--- src/rtl/vc_arbiter.sv ---
// Virtual-channel arbiter: pops one word per clock from four input FIFOs and
// steers it to the output FIFO named by the word's top two bits.
// Optional build macro VC_ARB_ROUND_ROBIN_EN selects round-robin over fixed priority.
module vc_arbiter #(
  parameter int BW = 6,
  parameter int NQ = 4
) (
  input  logic          clk,
  input  logic          reset_L,
  input  logic [NQ-1:0] in_empty,
  input  logic [BW-1:0] in_data0,
  input  logic [BW-1:0] in_data1,
  input  logic [BW-1:0] in_data2,
  input  logic [BW-1:0] in_data3,
  input  logic [NQ-1:0] out_almost_full,
  output logic [NQ-1:0] pop,
  output logic [NQ-1:0] push,
  output logic [BW-1:0] data_out,
  output logic          idle
);

  localparam logic [1:0] ST_INIT   = 2'd0;
  localparam logic [1:0] ST_IDLE   = 2'd1;
  localparam logic [1:0] ST_ACTIVE = 2'd2;

  logic [1:0]    r_state;
  logic [1:0]    w_state_nxt;
  logic [NQ-1:0] r_push;
  logic [BW-1:0] r_data_out;
  logic          r_idle;

  logic          w_stall;
  logic          w_any;
  logic [NQ-1:0] w_req;
  logic [NQ-1:0] w_grant;
  logic [1:0]    w_gidx;
  logic [1:0]    w_cand;
  logic [1:0]    w_dest;
  logic [BW-1:0] w_sel_data;
  logic [NQ-1:0] w_push_nxt;

`ifdef VC_ARB_ROUND_ROBIN_EN
  logic [1:0]    r_ptr;
`endif

  // Any downstream almost-full blocks every input; the in-flight word still lands.
  assign w_stall = |out_almost_full;
  assign w_req   = ((r_state != ST_INIT) && !w_stall) ? ~in_empty : '0;

  always_comb begin
    w_grant = '0;
    w_gidx  = '0;
    w_any   = 1'b0;
    w_cand  = '0;
    for (int unsigned k = 0; k < 4; k++) begin
`ifdef VC_ARB_ROUND_ROBIN_EN
      w_cand = r_ptr + 2'(k + 1);
`else
      w_cand = 2'(k);
`endif
      if (!w_any && w_req[w_cand]) begin
        w_any           = 1'b1;
        w_gidx          = w_cand;
        w_grant[w_cand] = 1'b1;
      end
    end
  end

  always_comb begin
    w_sel_data = in_data0;
    case (w_gidx)
      2'd0:    w_sel_data = in_data0;
      2'd1:    w_sel_data = in_data1;
      2'd2:    w_sel_data = in_data2;
      default: w_sel_data = in_data3;
    endcase
  end

  assign w_dest = w_sel_data[BW-1:BW-2];

  always_comb begin
    w_push_nxt = '0;
    if (w_any) begin
      w_push_nxt[w_dest] = 1'b1;
    end
  end

  // INIT never grants, so it always falls through to IDLE after one clock.
  assign w_state_nxt = w_any ? ST_ACTIVE : ST_IDLE;

  always_ff @(posedge clk or negedge reset_L) begin
    if (!reset_L) begin
      r_state    <= ST_INIT;
      r_push     <= '0;
      r_data_out <= '0;
      r_idle     <= 1'b1;
    end else begin
      r_state <= w_state_nxt;
      r_push  <= w_push_nxt;
      r_idle  <= !w_any;
      if (w_any) begin
        r_data_out <= w_sel_data;
      end
    end
  end

`ifdef VC_ARB_ROUND_ROBIN_EN
  always_ff @(posedge clk or negedge reset_L) begin
    if (!reset_L) begin
      r_ptr <= 2'd3;
    end else if (w_any) begin
      r_ptr <= w_gidx;
    end
  end
`endif

  assign pop      = w_grant;
  assign push     = r_push;
  assign data_out = r_data_out;
  assign idle     = r_idle;

`ifndef SYNTHESIS
  a_pop_onehot: assert property (@(posedge clk) disable iff (!reset_L) $onehot0(pop));
  a_pop_nonempty: assert property (@(posedge clk) disable iff (!reset_L) (pop & in_empty) == '0);
  a_push_onehot: assert property (@(posedge clk) disable iff (!reset_L) $onehot0(push));
`endif

endmodule
--- config.mk ---
export PLATFORM = sky130hd
export DESIGN_NAME = vc_arbiter
export DESIGN_NICKNAME = d
export VERILOG_FILES = /design/src/rtl/vc_arbiter.sv
export SDC_FILE = /design/constraint.sdc
export NUM_CORES = 1
export LEC_CHECK = 0
export ABC_CLOCK_PERIOD_IN_PS = 3200
export BUFFER_PORTS_ARGS = -buffer_cell sky130_fd_sc_hd__buf_2
export CAP_MARGIN = 20
export CORE_ASPECT_RATIO = 1.1
export CORE_UTILIZATION = 44
export CTS_BUF_LIST = sky130_fd_sc_hd__clkbuf_4 sky130_fd_sc_hd__clkbuf_8 sky130_fd_sc_hd__clkbuf_16
export DETAILED_ROUTE_END_ITERATION = 7
export MAX_ROUTING_LAYER = met4
export PLACE_DENSITY_LB_ADDON = 0.05
export SYNTH_ARGS = -nofsm -noshare
export SYNTH_HDL_FRONTEND = slang
export SYNTH_SLANG_ARGS = --single-unit
--- constraint.sdc ---
create_clock -name clk -period 3.2 [get_ports clk]
set_clock_uncertainty 0.05 [all_clocks]
set_input_delay 0.32 -clock clk [delete_from_list [all_inputs] [get_ports clk]]
set_output_delay 0.32 -clock clk [all_outputs]
set_load 0.02 [all_outputs]
==> results of run 1 <==
[layout make-up]
cell class                      instances  area (µm²)  area share, %
Inverter                                4        15.0           1.43
Multi-Input combinational cell         57         409           38.9
Timing Repair Buffer                   49         250           23.8
Sequential cell                        13         327           31.0
Clock buffer                            4        30.0           2.85
Tap cell                               17        21.3           2.02
[kinds of logic (layout without fill, tap and decap cells)]
kind of cell           Yosys count  after routing  synth area share [%]
and+or+nand+nor                 23             23                  20.1
muxes                            1              1                  1.48
AOI/OAI and AO/OA               33             33                  32.2
DFF                             13             13                  42.9
buffers and inverters            6             57                  3.29
[cells in the final DEF (no fill, tap or decap)]
cell type	Yosys	layout
nand2_2	1	1
a31oi_1	1	1
nand2b_1	2	2
nor3_2	1	1
a31oi_4	1	1
a211oi_2	2	2
buf_2	2	48
nor2_1	4	4
o21ai_2	1	1
nand2_1	3	3
nand3_1	1	1
inv_1	4	4
nand3b_1	1	1
clkbuf_4	0	4
o21a_1	2	2
dfstp_2	1	1
and3_1	1	1
o31ai_1	1	1
dlygate4sd3_1	0	1
a21oi_1	11	11
o21ai_1	1	1
o21bai_1	1	1
nor3_1	1	1
a221oi_2	1	1
o21ai_0	2	2
dfrtp_1	12	12
or2_1	1	1
nand4_2	1	1
mux2_2	1	1
o22ai_1	4	4
o221ai_1	4	4
and3_2	2	2
nor4_4	1	1
a2111oi_0	1	1
and2_1	1	1
nor2b_1	2	2
[per-layer routing]
layer / vias to the layer above / track usage, % / wire length [µm]
li1: 398 / - / -
met3: 5 / 5.95 / 125
met2: 33 / 36.3 / 926
met4: 0 / 10.3 / 27
met1: 363 / 25.3 / 777
met5: - / - / 0
[sequential cells by signal, summed over array words and instances, names as in the netlist]
signal / flops
r_state: 2
data_out: 6
push: 4
idle: 1
[final timing paths]
path / start / end / slack (ns) / depth (start not counted)
worst max-delay path: out_almost_full[1] / pop[3] / 1.30 / 5
worst min-delay path: in_data3[4] / push[0] / 0.20 / 2
worst max register to register: r_state[1] / push[2] / 1.48 / 5
worst min register to register: data_out[4] / data_out[4] / 0.45 / 2
max in group asynchronous: reset_L / idle / 2.41 / 2
min in group asynchronous: reset_L / data_out[2] / 0.39 / 2
[worst max-delay path: stages]
cell	delay, ns
buf_2	0.11
nor4_4	0.43
nand4_2	0.32
inv_1	0.17
buf_2	0.18
[metrics by stage]
stage	power [W]	cell area, µm²	hold WS [ns]	util, %	worst slack (ns)
floorplan	0.000260	761	-0.0256	-	1.46
global placement	0.000312	1010	0.169	63.5	1.27
detailed placement	0.000313	1010	0.174	63.5	1.27
CTS	0.000427	1050	0.191	66.0	1.29
global route	0.000447	1050	0.195	66.0	1.17
finish	0.000422	1050	0.197	66.0	1.30
[timing repair]
item / 4_1_cts / 5_1_grt
endpoints found under the hold margin: 12 / 0
hold buffers: 1 / 0
setup buffers: 0 / 0
[power groups by stage]
stage | Clock (W) | Combinational (W) | Sequential, W
final | 0.000113 | 0.000117 | 0.000193
after global routing | 0.000124 | 0.000128 | 0.000195
after CTS | 0.000116 | 0.000118 | 0.000193
after detailed placement | 0 | 0.000117 | 0.000196
after global placement | 0 | 0.000116 | 0.000196
after floorplan | 0 | 0.0000417 | 0.000219
==> impl_metrics.tcl, run 1 <==
set metrics [dict create \
    rows 15 \
    ys.flop_type "dfrtp_1" \
    start_kind "input port" \
    grt_usage_pct 22.0 \
    place_hpwl_mm 1.50 \
    status "finished clean" \
    stdcell_count 144 \
    grt_pass1_vias 750 \
    ys_seq_area_share_pct 42.9 \
    slew_violations 0 \
    grt_max_degree 14 \
    cap_violations 0 \
    pwr-share-clk_pct 26.7 \
    clk_latency_ns 0.28 \
    endpoint_kind "primary output" \
    seqPwrFrac_pct 45.6 \
    netlist_top_cells_count "dfrtp_1 (12), a21oi_1 (11)" \
    nets 162 \
    synthToLayoutAreaGrowth_pct 38.3 \
    tightest_slew_ns 0.525 \
    critPathRequiredTime_ns 2.83 \
    power.leakage_nw 0.524 \
    globalplace.congestion 0.803 \
    rsz0062_at_grt "false" \
    wire_per_inst_um 12.9 \
    ant_nets 0 \
    totalWireLength_mm 1.86 \
    worstPathMaxFanout 9 \
    cts.repair.resized 0 \
    grt_antenna_before_repair 0 \
    root_buffer "clkbuf_4" \
    syn_area_um2 761 \
    ios 49 \
    clkTransAtPathRegs_ns 0.09 \
    clock.fmax_mhz 526 \
    peakVddDrop_v 0.000319 \
    yosys-top-cells-area "dfrtp_1 (39%), a21oi_1 (7.2%), o221ai_1 (4.6%), dfstp_2 (3.5%), a211oi_2 (3.3%)" \
    pwr-share-comb_pct 27.7 \
    htreeDepth 1 \
    drive_gt1_share_pct 51.2 \
    cts.sinks 13 \
    worst_hold_path_type "input port to register" \
    cts_buffer_depth 2 \
    finalSetupTns_ns 0 \
    routed_via_density 5.55 \
    worstPathArrival_ns 1.53 \
    yosys.cell_count.top_type "dfrtp_1" \
    die_w_um 41.6 \
    die_h_um 45.6 \
    synth_nets 110 \
    cts_buffers 3 \
    die-area_mm2 0.00190 \
    synth.distinct_cells 34 \
    diodes 0 \
    synthArstFlopShare_pct 100 \
    syn_inst 76 \
    slew_headroom_pct 64.1 \
    vias 799 \
    synth_edf_count 0 \
    dp_cells 139 \
    avgSynthCellArea_um2 10.0 \
    synth_warnings 0 \
    numPortBuffers 48 \
    core_area_mm2 0.00160 \
    synth_seq_cells 13 \
    grt_pass1_wl_mm 3.08 \
    p_per_area_mw_per_mm2 401 \
    period_needed_ns 1.90 \
    power_switching_share_pct 31.8 \
    p_int_w 0.000288 \
    first_pass_iters 4 \
    hold_violations 0 \
    synth_top_cell_by_area "dfrtp_1" \
    path_class "input port to primary output" \
    drt_iter0_drc 10 \
    initial_core_util_pct 47.7 \
    p_sw_w 0.000134 \
    drc 0 \
    grt-ovfl-total 0 \
    fin_crit_sh_pct 59.4 \
    cts_tree "done" \
    synth_top_area_share_pct 39.5 \
    setup_violations 0 \
    nFillCells 141 \
]
(Power assumes the default switching activity.)
==> run 2, diff against run 1 <==
ABC_CLOCK_PERIOD_IN_PS = 2000   (was 3200)
CORE_UTILIZATION = 41   (was 44)
clock period = 2 ns   (was 3.2 ns; I/O delays follow)
==> run 2 against run 1 <==
  * Cell count grew 0.69%
  * Highest routed layer unchanged
  * Count of clock-buffer cells in the layout unchanged
  * Global-route usage is 2.3 points lower
  * First-iteration DRC count stayed put
  * Sequential share of layout area shrank 0.22 points
==> impl_metrics.tcl, run 2 (same netlist as run 1, synthesis figures left out) <==
set metrics [dict create \
    htreeDepth 1 \
    pwr-share-comb_pct 27.9 \
    tightest_slew_ns 0.481 \
    largest_reg_flops 6 \
    cts_tree "done" \
    setup_violations 0 \
    core_area_mm2 0.00165 \
    p_int_w 0.000461 \
    vias 786 \
    worst_hold_path_type "input port to register" \
    drc 0 \
    grt_pass1_vias 712 \
    seqPwrFrac_pct 45.7 \
    globalplace.congestion 0.739 \
    grt_usage_pct 19.7 \
    die-area_mm2 0.00203 \
    nFillCells 152 \
    grt_max_degree 14 \
    place_hpwl_mm 1.50 \
    fin_crit_sh_pct 85.9 \
    ios 49 \
    clkTransAtPathRegs_ns 0.08 \
    grt_pass1_wl_mm 2.90 \
    hold_buffers 1 \
    power.leakage_nw 0.529 \
    power_switching_share_pct 31.6 \
    totalWireLength_mm 1.83 \
    wire_per_inst_um 12.6 \
    clk_latency_ns 0.27 \
    grt_antenna_before_repair 0 \
    start_kind "register" \
    rows 15 \
    grt-ovfl-total 0 \
    rsz0062_at_grt "false" \
    status "finished clean" \
    die_h_um 47.2 \
    cts_buffers 3 \
    p_sw_w 0.000213 \
    worstPathMaxFanout 4 \
    ant_nets 0 \
    stdcell_count 145 \
    numPortBuffers 48 \
    cts_buffer_depth 2 \
    clock.fmax_mhz 582 \
    initial_core_util_pct 46.1 \
    die_w_um 43.1 \
    path_class "register to register" \
    first_pass_iters 4 \
    slew_headroom_pct 67.1 \
    cts.repair.resized 0 \
    cts_setup_buffers 0 \
    final_cell_mix "buf_2 (48), dfrtp_1 (12), a21oi_1 (11)" \
    finalSetupTns_ns 0 \
    drt_iter0_drc 10 \
    diodes 0 \
    critPathRequiredTime_ns 2.12 \
    cts.sinks 13 \
    hold_violations 0 \
    final_common_cell "buf_2" \
    worstPathArrival_ns 1.84 \
    drive_gt1_share_pct 51.6 \
    period_needed_ns 1.72 \
    synthToLayoutAreaGrowth_pct 39.3 \
    peakVddDrop_v 0.000337 \
    endpoint_kind "register" \
    slew_violations 0 \
    p_per_area_mw_per_mm2 636 \
    routed_via_density 5.42 \
    pwr-share-clk_pct 26.4 \
    nets 163 \
    root_buffer "clkbuf_4" \
    dp_cells 140 \
    cap_violations 0 \
]
[run 2: cell types whose count changed in the layout (fill, tap and decap cells not counted)]
cell / change
buf_4: +1
[run 2: power groups by stage]
stage	sequential [W]	combinational (W)	clock, W
4_1_cts	0.000308	0.000190	0.000178
2_1_floorplan	0.000350	0.0000667	0
3_5_place_dp	0.000313	0.000188	0
6_report	0.000308	0.000188	0.000178
5_1_grt	0.000313	0.000206	0.000188
3_3_place_gp	0.000312	0.000185	0
[run 2: metrics by stage]
| stage | utilization [%] | power (W) | setup WS, ns | hold slack [ns] | area [µm²] |
|---|---|---|---|---|---|
| final | 64.2 | 0.000674 | 0.282 | 0.0784 | 1060 |
| after detailed placement | 61.7 | 0.000501 | 0.157 | 0.0446 | 1020 |
| after floorplan | - | 0.000417 | 0.384 | -0.146 | 761 |
| after global placement | 61.7 | 0.000497 | 0.201 | 0.0430 | 1020 |
| after global routing | 64.2 | 0.000707 | 0.202 | 0.0828 | 1060 |
| after CTS | 64.2 | 0.000675 | 0.274 | 0.0808 | 1060 |
[run 2: layout make-up]
class | count | area [µm²] | share of cell area [%]
inverter | 4 | 15.0 | 1.42
multi-input combinational | 57 | 409 | 38.6
clock buffer | 4 | 30.0 | 2.83
sequential | 13 | 327 | 30.8
tap | 17 | 21.3 | 2.01
timing repair buffer | 50 | 258 | 24.3
[run 2: worst paths after layout]
path / startpoint / to / slack, ns / cells after the start
max in group asynchronous: reset_L / idle / 1.34 / 2
min in group asynchronous: reset_L / push[1] / 0.29 / 2
min: in_data3[4] / push[0] / 0.08 / 2
max: r_state[0] / push[2] / 0.28 / 5
max reg2reg: r_state[0] / push[2] / 0.28 / 5
min reg2reg: data_out[4] / data_out[4] / 0.45 / 2
[run 2: critical path: stages (launching register included)]
cell and delay, ns:
dfrtp_1 0.42, o21a_1 0.23, and3_2 0.22, a211oi_2 0.36, o21ai_0 0.13, and3_1 0.19
[run 2: routing by layer]
layer | vias to the layer above | track usage [%] | wire, µm
li1 | 393 | - | -
met1 | 359 | 22.4 | 809
met2 | 32 | 34.8 | 901
met3 | 2 | 5.38 | 110
met4 | 0 | 4.85 | 9
met5 | - | - | 0
==> run 3, diff against run 2 <==
==> constraint.sdc (replaced) <==
create_clock -name clk -period 2 [get_ports clk]
set_clock_uncertainty 0.05 [all_clocks]
set_input_delay 0.4 -clock clk [delete_from_list [all_inputs] [get_ports clk]]
set_output_delay 0.4 -clock clk [all_outputs]
set_load 0.02 [all_outputs]
==> run 3 against run 2 <==
  * Combinational power up 3%
  * Global-route usage up 0.32 points
  * Largest cell class unchanged
  * Cell area increased by 2.8%
  * Sequential power about the same
  * Routed wire length grew 1.8%
  * Clock power down 2%
  * Fmax is 7.3% lower
  * Worst hold slack gained 0.23 ns
  * Sequential share of layout area down 0.85 points
  * First-iteration DRC count is 90% higher
  * Die area unchanged
==> impl_metrics.tcl, run 3 (same netlist as run 1, synthesis figures left out) <==
set metrics [dict create \
    cp_cell_sequence "buf_2 > nor4_4 > nand4_2 > inv_1 > buf_2" \
    tightest_slew_ns 0.468 \
    hold_start "in_data3[4]" \
    die_w_um 43.1 \
    setup_violations 0 \
    cts_buffer_depth 2 \
    ios 49 \
    place_hpwl_mm 1.55 \
    clock.fmax_mhz 540 \
    start_kind "input port" \
    drive_gt1_share_pct 53.0 \
    cpPeakStageDelay_ns 0.44 \
    cts.repair.resized 0 \
    fin_crit_sh_pct 92.7 \
    final_cell_mix "buf_2 (48), dfrtp_1 (12), a21oi_1 (11)" \
    final_common_cell "buf_2" \
    grt-ovfl-total 0 \
    worstPathMaxFanout 6 \
    routed_via_density 5.50 \
    globalplace.congestion 0.839 \
    r2r-end "push[2]" \
    rrSetupSlack_ns 0.28 \
    first_pass_iters 4 \
    crit_path_top_delay_cell "nor4_4" \
    core_area_mm2 0.00165 \
    holdPathEnd "push[0]" \
    finalSetupTns_ns 0 \
    peakVddDrop_v 0.000313 \
    die-area_mm2 0.00203 \
    final_cell_area_mm2 0.00109 \
    largest_reg_flops 6 \
    slew_headroom_pct 68.0 \
    wire_per_inst_um 12.5 \
    drt_iter0_drc 19 \
    path_class "input port to primary output" \
    power_switching_share_pct 31.1 \
    grt_antenna_before_repair 0 \
    p_int_w 0.000465 \
    period_needed_ns 1.85 \
    r2r_start "r_state[1]" \
    clkTransAtPathRegs_ns 0.08 \
    critPathRequiredTime_ns 1.55 \
    worst_hold_path_type "input port to register" \
    worstPathArrival_ns 1.40 \
    clk_latency_ns 0.27 \
    p_sw_w 0.000210 \
    finalPower_w 0.000674 \
    grt_pass1_vias 726 \
    nets 167 \
    hold_buffers 1 \
    reg2regPathDepth 5 \
    cts.sinks 13 \
    totalWireLength_mm 1.86 \
    grt_max_degree 14 \
    drc 0 \
    hold_violations 0 \
    slew_violations 0 \
    cts_tree "done" \
    vias 820 \
    ant_nets 0 \
    p_per_area_mw_per_mm2 619 \
    dpl_cell_area_mm2 0.00105 \
    hold_ws_ns 0.304 \
    min_path_cells 2 \
    cts_setup_buffers 0 \
    grt_usage_pct 20.0 \
    grt_pass1_wl_mm 2.90 \
    numPortBuffers 48 \
    endpoint_kind "primary output" \
    die_h_um 47.2 \
    cts_buffers 3 \
    root_buffer "clkbuf_4" \
    status "finished clean" \
    synthToLayoutAreaGrowth_pct 43.3 \
    initial_core_util_pct 46.1 \
    seqPwrFrac_pct 45.5 \
    power.leakage_nw 0.548 \
    htreeDepth 1 \
    path_common_cell "buf_2" \
    pwr-share-clk_pct 25.7 \
    nFillCells 152 \
    rows 15 \
    fin_util_pct 66.0 \
    rsz0062_at_grt "false" \
    cap_violations 0 \
    diodes 0 \
    pwr-share-comb_pct 28.8 \
]
## run 3: cell count changes in the layout (fill, tap and decap cells not counted), sizes merged
cell	before	now
buf	49	53
## run 3: cell type report
type | count | area (µm²) | area share (%)
Sequential cell | 13 | 327 | 30.0
Tap cell | 17 | 21.3 | 1.95
Timing Repair Buffer | 54 | 288 | 26.4
Inverter | 4 | 15.0 | 1.38
Multi-Input combinational cell | 57 | 409 | 37.5
Clock buffer | 4 | 30.0 | 2.76
## run 3: power groups by stage
stage          Combinational (W)  Clock, W  Sequential, W
2_1_floorplan          0.0000667         0       0.000350
3_3_place_gp            0.000189         0       0.000311
3_5_place_dp            0.000193         0       0.000312
4_1_cts                 0.000195  0.000174       0.000307
5_1_grt                 0.000212  0.000188       0.000310
6_report                0.000194  0.000174       0.000307
## run 3: worst max path at each step
stage                             from          end  slack, ns  cells after the start
global placement    out_almost_full[1]  data_out[5]       0.08                      6
detailed placement  out_almost_full[1]  data_out[5]       0.05                      6
floorplan           out_almost_full[1]  data_out[5]       0.18                      5
global route        out_almost_full[1]       pop[3]       0.04                      5
finish              out_almost_full[1]       pop[3]       0.15                      5
CTS                 out_almost_full[1]       pop[3]       0.14                      5
## run 3: worst max-delay path, delay by kind of cell
kind	cells	cell delay, ns
and+or+nand+nor	2	0.61
buffers and inverters	3	0.40
## run 3: stage by stage
| step | worst slack (ns) | std cells |
|---|---|---|
| 4_1_cts | 0.135 | 149 |
| 3_3_place_gp | 0.0793 | 144 |
| 6_report | 0.147 | 149 |
| 5_1_grt | 0.0352 | 149 |
| 2_1_floorplan | 0.184 | 76 |
| 3_5_place_dp | 0.0532 | 144 |
## run 3: layer usage
metal,vias to the layer above,share of wire (%),GRT usage (%)
met4,0,1.1,5.45
met1,375,42,22.4
met3,4,6.1,5.00
li1,404,-,-
met5,-,0,-
met2,37,51,36.1
